**config.mk**
```make
export PLATFORM = sky130hd
export DESIGN_NAME = fetch_unit
export DESIGN_NICKNAME = d
export VERILOG_FILES = /design/src/rtl/fetch_unit.sv
export SDC_FILE = /design/constraint.sdc
export NUM_CORES = 1
export LEC_CHECK = 0
export CORE_ASPECT_RATIO = 1.2
export CORE_MARGIN = 2
export CORE_UTILIZATION = 45
export DETAILED_ROUTE_END_ITERATION = 8
export GPL_ROUTABILITY_DRIVEN = 0
export PLACE_DENSITY = 0.7
export SLEW_MARGIN = 20
export SYNTH_ARGS = -nofsm -noshare
export SYNTH_HDL_FRONTEND = slang
export SYNTH_SLANG_ARGS = --single-unit
```
**constraint.sdc**
```tcl
create_clock -name clk -period 6.45 [get_ports clk]
set_clock_uncertainty 0.2 [all_clocks]
set_input_delay 0.645 -clock clk [delete_from_list [all_inputs] [get_ports clk]]
set_output_delay 0.645 -clock clk [all_outputs]
set_load 0.005 [all_outputs]
```
**src/rtl/fetch_unit.sv**
```systemverilog
// Instruction fetch stage: PC, BRAM read issue, 1-entry skid, EX redirect.
// One read is inflight at most, so a single skid entry covers a stall.
module fetch_unit #(
  parameter int          ADDR_WIDTH = 14,
  parameter logic [31:0] RESET_PC   = 32'h0
) (
  input  logic                  clk,
  input  logic                  rst,
  input  logic                  stall,
  input  logic                  redirect,
  input  logic [31:0]           redirect_pc,
  output logic                  imem_en,
  output logic [ADDR_WIDTH-1:0] imem_addr,
  input  logic [31:0]           imem_rdata,
  output logic [31:0]           id_instr,
  output logic [31:0]           id_pc,
  output logic                  id_valid
);

  typedef enum logic {
    EMPTY,
    FULL
  } skid_state_t;

  skid_state_t state, state_next;

  logic [31:0] fetch_pc;
  logic        req_v;
  logic [31:0] req_pc;
  logic [31:0] skid_instr;
  logic [31:0] skid_pc;
  logic        skid_v;
  logic        issue;
  logic [31:0] issue_pc;

  assign skid_v = (state == FULL);

  always_comb begin
    issue      = 1'b0;
    issue_pc   = fetch_pc;
    state_next = state;
    if (redirect) issue_pc = redirect_pc & 32'hFFFF_FFFC;
    if (rst) begin
      state_next = EMPTY;
    end else if (redirect) begin
      issue      = 1'b1;
      state_next = EMPTY;
    end else begin
      issue = !stall && !skid_v;
      unique case (state)
        EMPTY: if (req_v && stall) state_next = FULL;
        FULL:  if (!stall) state_next = EMPTY;
        default: state_next = EMPTY;
      endcase
    end
  end

  assign imem_en   = issue;
  assign imem_addr = issue_pc[ADDR_WIDTH+1:2];

  always_ff @(posedge clk) begin
    if (rst) state <= EMPTY;
    else     state <= state_next;
  end

  always_ff @(posedge clk) begin
    if (rst) begin
      fetch_pc   <= RESET_PC;
      req_v      <= 1'b0;
      req_pc     <= 32'h0;
      skid_instr <= 32'h0;
      skid_pc    <= 32'h0;
      id_instr   <= 32'h0;
      id_pc      <= 32'h0;
      id_valid   <= 1'b0;
    end else begin
      req_v <= issue;
      if (issue) begin
        req_pc   <= issue_pc;
        fetch_pc <= issue_pc + 32'd4;
      end
      // redirect kills the word returning this cycle and any skid entry
      if (redirect) begin
        id_valid <= 1'b0;
      end else if (skid_v) begin
        if (!stall) begin
          id_instr <= skid_instr;
          id_pc    <= skid_pc;
          id_valid <= 1'b1;
        end
      end else if (req_v) begin
        if (stall) begin
          skid_instr <= imem_rdata;
          skid_pc    <= req_pc;
        end else begin
          id_instr <= imem_rdata;
          id_pc    <= req_pc;
          id_valid <= 1'b1;
        end
      end else if (!stall) begin
        id_valid <= 1'b0;
      end
    end
  end

endmodule

```
# Word-level counts from Yosys, hierarchy flattened
# Index checks and enable logic that the tools add are counted.
dict set report classes {
  n_addsub 1
  mux 18
  n_reduce_logical 8
  n_eq_ne 3
  bitwise_logic 2
}
# operator n
set op_table {}
lappend op_table {{2-to-1 mux 32 bit} 9}
lappend op_table {{adder 32 x 3 -> 32 bit, second input constant} 1}
lappend op_table {{2-to-1 mux 1 bit} 8}
lappend op_table {{AND reduction 4 bit} 2}
lappend op_table {{!= test 2 bit, second input constant} 2}
lappend op_table {{!= test 3 x 1 -> 1 bit, second input constant} 1}
lappend op_table {{logical AND 1 bit} 2}
lappend op_table {{logical NOT 1 bit} 2}
lappend op_table {{inverter 1 bit} 2}
lappend op_table {{case mux 1 bit (2 select lines)} 1}
lappend op_table {{nonzero test 2 bit} 1}
lappend op_table {{OR reduction 2 bit} 1}
dict set report word_totals {
  regBits 195
  out_inout_bits 80
  in_bits 68
}

# Depth between registers and ports, before layout
dict set report logic_depth {
  depth_word 4
  mapped_depth 14
  mapped_depth_nobuf 10
}

# Least setup slack after synthesis
# Ideal clock, no wire load.
dict set report synth_path {
  path_kind {input-to-reg}
  startpoint {input port redirect}
  endpoint {register fetch_pc[28]}
  arrival_ns 2.872
  path_stages 13
  setup_slack_ns 3.246
  path_buffers 5
  setup_ns 0.132
  cell_sequence {buf_4 > buf_2 > buf_2 > buf_2 > mux2_2 > ha_1 > nand4b_1 > a21oi_1 > buf_2 > nand3_1 > nor3_1 > xnor2_1 > a21oi_1}
}
dict set report synth_via {
  elab_chain_len 2
}
# element line
set synth_rtl {}
lappend synth_rtl {{from (decl)} 10} ;# input logic redirect,
lappend synth_rtl {{2-to-1 mux 32 bit} 42} ;# if (redirect) issue_pc = redirect_pc & 32'hFFFF_FFFC;
lappend synth_rtl {{named net issue_pc[3]} 34} ;# logic [31:0] issue_pc;
lappend synth_rtl {{adder 32 x 3 -> 32 bit} 80} ;# fetch_pc <= issue_pc + 32'd4;
lappend synth_rtl {{to (signal assigned)} 80}
lappend synth_rtl {{to (decl)} 27} ;# logic [31:0] fetch_pc;
# The timed path passes the listed nets, and every way through them passes these cells.
# A chain may end at the register's enable or synchronous reset.

# Worst setup path after layout
dict set report layout_path {
  startpoint {input port stall}
  endpoint {output port imem_en}
}
dict set report layout_via {
  elab_chain_len 4
}
# element line
set layout_rtl {}
lappend layout_rtl {{from (decl)} 9} ;# input logic stall,
lappend layout_rtl {{logical NOT 1 bit} --}
lappend layout_rtl {{logical AND 1 bit} 49} ;# issue = !stall && !skid_v;
lappend layout_rtl {{2-to-1 mux 1 bit} 45} ;# end else if (redirect) begin
lappend layout_rtl {{2-to-1 mux 1 bit} 43} ;# if (rst) begin
lappend layout_rtl {{to (decl)} 12} ;# output logic imem_en,
# No other way between the ends.

==> reports/qor.txt <==
========================================================================================
Run status                                                                  complete, no violations
Number of remaining DRC errors                                                         0
Detail-routed via count per cell                                                    5.27
Count of mapped cells out of synthesis                                              1019
IO Pins                                                                              148
Type of origin of the critical path                                           input port
Worst setup EP type                                                          output port
Clock root buffer                                                           sky130_fd_sc_hd__clkbuf_16
Fin cells                                                                           1367
CTS clock-pin slew for the worst setup and hold paths                            0.07 ns
Beginning of the worst hold path                                            skid_instr[3]
Area growth from synthesis to layout                                               22.9%
Required time of the critical path                                               5.60 ns
Count of hold-fix buffers inserted at cts                                              0
Distinct cell type count after synthesis                                              53
Combinational Power Share                                                          12.9%
Sequential share of power                                                          49.4%
Final WL                                                                    20300 microns
Placed instance area                                                          9890 sq um
Worst max-slew margin expressed relative to the limit                              27.1%
Critical path arrival                                                            2.68 ns
Pwr Total                                                                        2.54 mW
Cell row count                                                                        55
VDD IR-drop max                                                                 0.177 mV
Switching pwr                                                                   0.659 mW
Ys Warns                                                                               0
Most used flip-flop cell after synthesis                                    sky130_fd_sc_hd__dfxtp_1
Synth Cell Area                                                               8490 sq um
Critical path start-end classification                                         in -> out
Inserted Clock Buffers                                                                17
Number of gates resized after cts                                                      0
Initial core utilization                                                           45.5%
Antenna-violating nets left                                                            0
Leakage dissipation                                                              3.56 nW
Placed cells                                                                        1336
Number of optimization iterations in the first detailed-route pass                     5
Proportion of synthesized flip-flops having asynchronous set or reset                 0%
Number of fillers in the final layout                                               1754
Critical register-to-register path endpoint                                 fetch_pc[26]
Clock network fraction of design power                                             37.7%
Sequential fraction of the synthesis area                                          44.1%
GRT Residual Overflow                                                                  0
Peak clock frequency supported by timing                                         284 MHz
Total die area                                                               20000 sq um
P per Cell Area                                                              243 nW/um^2
Sinks on the clock net                                                               187
Floorplan die width                                                          129 microns
Antenna Diode Count                                                                    0
Fin crit period                                                                  3.53 ns
Input/output buffers                                                                 143
Post-synth EDFFs                                                                       0
Path category of the worst min-delay check                                    reg -> reg
Skew-Pair Late Insertion Delay                                                   0.42 ns
Number of max-cap violations                                                           0
H-Tree Level Count                                                                     4
Pint                                                                             1.88 mW
Final sum of negative setup slack                                                   0 ns
Share of final-layout standard cells stronger than drive strength 1                5.49%
Initial antenna violation count                                                        0
Transition time at the pin with the least slew margin                            1.09 ns
Reg2Reg Launch Point                                                         fetch_pc[7]
Final #Nets                                                                         1168
Final Hold Fails                                                                       0
Number of max-slew violations in the final report                                      0
Setup violations, final                                                                0
RSZ-0062 raised after global routing                                                  no
Total GRT Usage                                                                    20.6%
Average cell area after synthesis                                             8.33 sq um
Number of synthesized register bits                                                  187
Chip height                                                                  154 microns
Endpoint with the worst hold slack                                          skid_instr[3]
Most common cell after layout, fill and taps aside                          sky130_fd_sc_hd__nand2_1
Worst reg2reg path depth                                                               6
Number of vias in the routed layout                                                 7199
Clock Tree Buf Depth                                                                   2
Cell depth of the worst min-delay path                                                 2
Highest-count cells in the layout ignoring fill and taps                    sky130_fd_sc_hd__nand2_1, sky130_fd_sc_hd__dfxtp_1, sky130_fd_sc_hd__clkdlybuf4s50_1
DRC violation total after the first TritonRoute iteration                            451
CTS tree                                                                             yes
Post-Route Hold Slack                                                           0.253 ns
Pin count of the biggest net entering global routing                                  84
Vias in the first global route                                                      6499
Net Sw Frac                                                                        26.0%
Total non-filler cell area in the finished layout                            10400 sq um
Reg2Reg Setup Slack                                                              3.66 ns
Post-CTS setup buffer count                                                            0
Total half-perimeter wirelength after legalization and detailed placement   13100 microns
Final critical-path share of the clock period                                      54.7%
DR WL/cell                                                                  14.8 microns
First-pass GRT wire length                                                  33300 microns
Max Fanout on Critical Path                                                           16
Core box area                                                                18600 sq um
========================================================================================
## flip-flops by register name, summed over array words and instances (netlist names)
signal and cells:
id_instr 32, skid_instr 32, fetch_pc 30, id_pc 30, req_pc 30, skid_pc 30, id_valid 1, req_v 1
skid_v 1
## cell usage after synthesis, types with 7 or more instances
cell                         n  area (sq um)
sky130_fd_sc_hd__nor3_1     11          55.1
sky130_fd_sc_hd__xor2_1      8          70.1
sky130_fd_sc_hd__buf_2       8          40.0
sky130_fd_sc_hd__a211oi_1   86           646
sky130_fd_sc_hd__nand4b_1    7          61.3
sky130_fd_sc_hd__buf_1       8          30.0
sky130_fd_sc_hd__o21ai_0    11          55.1
sky130_fd_sc_hd__and3_1      7          43.8
sky130_fd_sc_hd__xnor2_1    20           175
sky130_fd_sc_hd__mux2i_1    79           791
sky130_fd_sc_hd__nand3_1    10          50.1
sky130_fd_sc_hd__dfxtp_1   187          3740
sky130_fd_sc_hd__nand2_1   188           706
sky130_fd_sc_hd__nand4_1    18           113
sky130_fd_sc_hd__clkbuf_1   59           221
sky130_fd_sc_hd__a21oi_1   103           515
sky130_fd_sc_hd__inv_1      17          63.8
sky130_fd_sc_hd__buf_4      18           135
sky130_fd_sc_hd__nor2_1    115           432
## power groups by stage
stage               Sequential [mW]  Combinational (mW)  Clock [mW]
floorplan                      1.27               0.193           0
global placement               1.28               0.324           0
detailed placement             1.28               0.328           0
CTS                            1.25               0.330       0.981
global route                   1.26               0.364        1.03
finish                         1.25               0.328       0.956
## per-layer routing
layer / wire, microns / up-vias / track usage (%)
met2: 9480 / 168 / 33.2
met5: 0 / - / 0
met1: 9610 / 3309 / 28.5
li1: - / 3706 / -
met4: 270 / 0 / 5.90
met3: 929 / 16 / 3.53
## stage by stage
step                      worst slack [ns]  utilization [%]
after floorplan                       3.25                -
after global placement                2.61             53.0
after detailed placement              2.53             53.0
after CTS                             2.93             55.9
after global routing                  2.64             55.9
final                                 2.92             55.9
## worst max-delay path: stages
cell,delay [ns]
sky130_fd_sc_hd__clkdlybuf4s50_1,0.57
sky130_fd_sc_hd__or2_2,0.51
sky130_fd_sc_hd__nand2_1,0.14
sky130_fd_sc_hd__nand2_1,0.19
sky130_fd_sc_hd__inv_1,0.11
sky130_fd_sc_hd__clkdlybuf4s50_1,0.50
## worst max path at each step
stage / startpoint / to / slack, ns / cells past startpoint
6_report: stall / imem_en / 2.92 / 6
3_5_place_dp: redirect / fetch_pc[26] / 2.53 / 12
2_1_floorplan: redirect / fetch_pc[28] / 3.25 / 13
4_1_cts: stall / imem_en / 2.93 / 6
3_3_place_gp: redirect / fetch_pc[26] / 2.61 / 12
5_1_grt: redirect / fetch_pc[26] / 2.64 / 12
## cell families (layout without fill, tap and decap cells)
group	Yosys count	count (layout)	synth area share (%)
compound gates	228	228	17.1
xor+xnor	28	28	2.89
fa+ha+maj	1	1	0.147
buf+inv	112	203	6.05
flops	187	187	44.1
mux	82	82	9.72
other cells	1	2	0.0442
simple gates	380	380	20.0
## final cells by class
cell class	instances	area, sq um	area share (%)
Multi-Input combinational cell	721	4240	40.7
Clock inverter	12	93.8	0.900
Clock buffer	19	443	4.25
Sequential cell	187	3750	35.9
Inverter	17	63.8	0.612
Tap cell	256	320	3.07
Timing Repair Buffer	155	1520	14.5
Power figures use the tool's default switching activity.
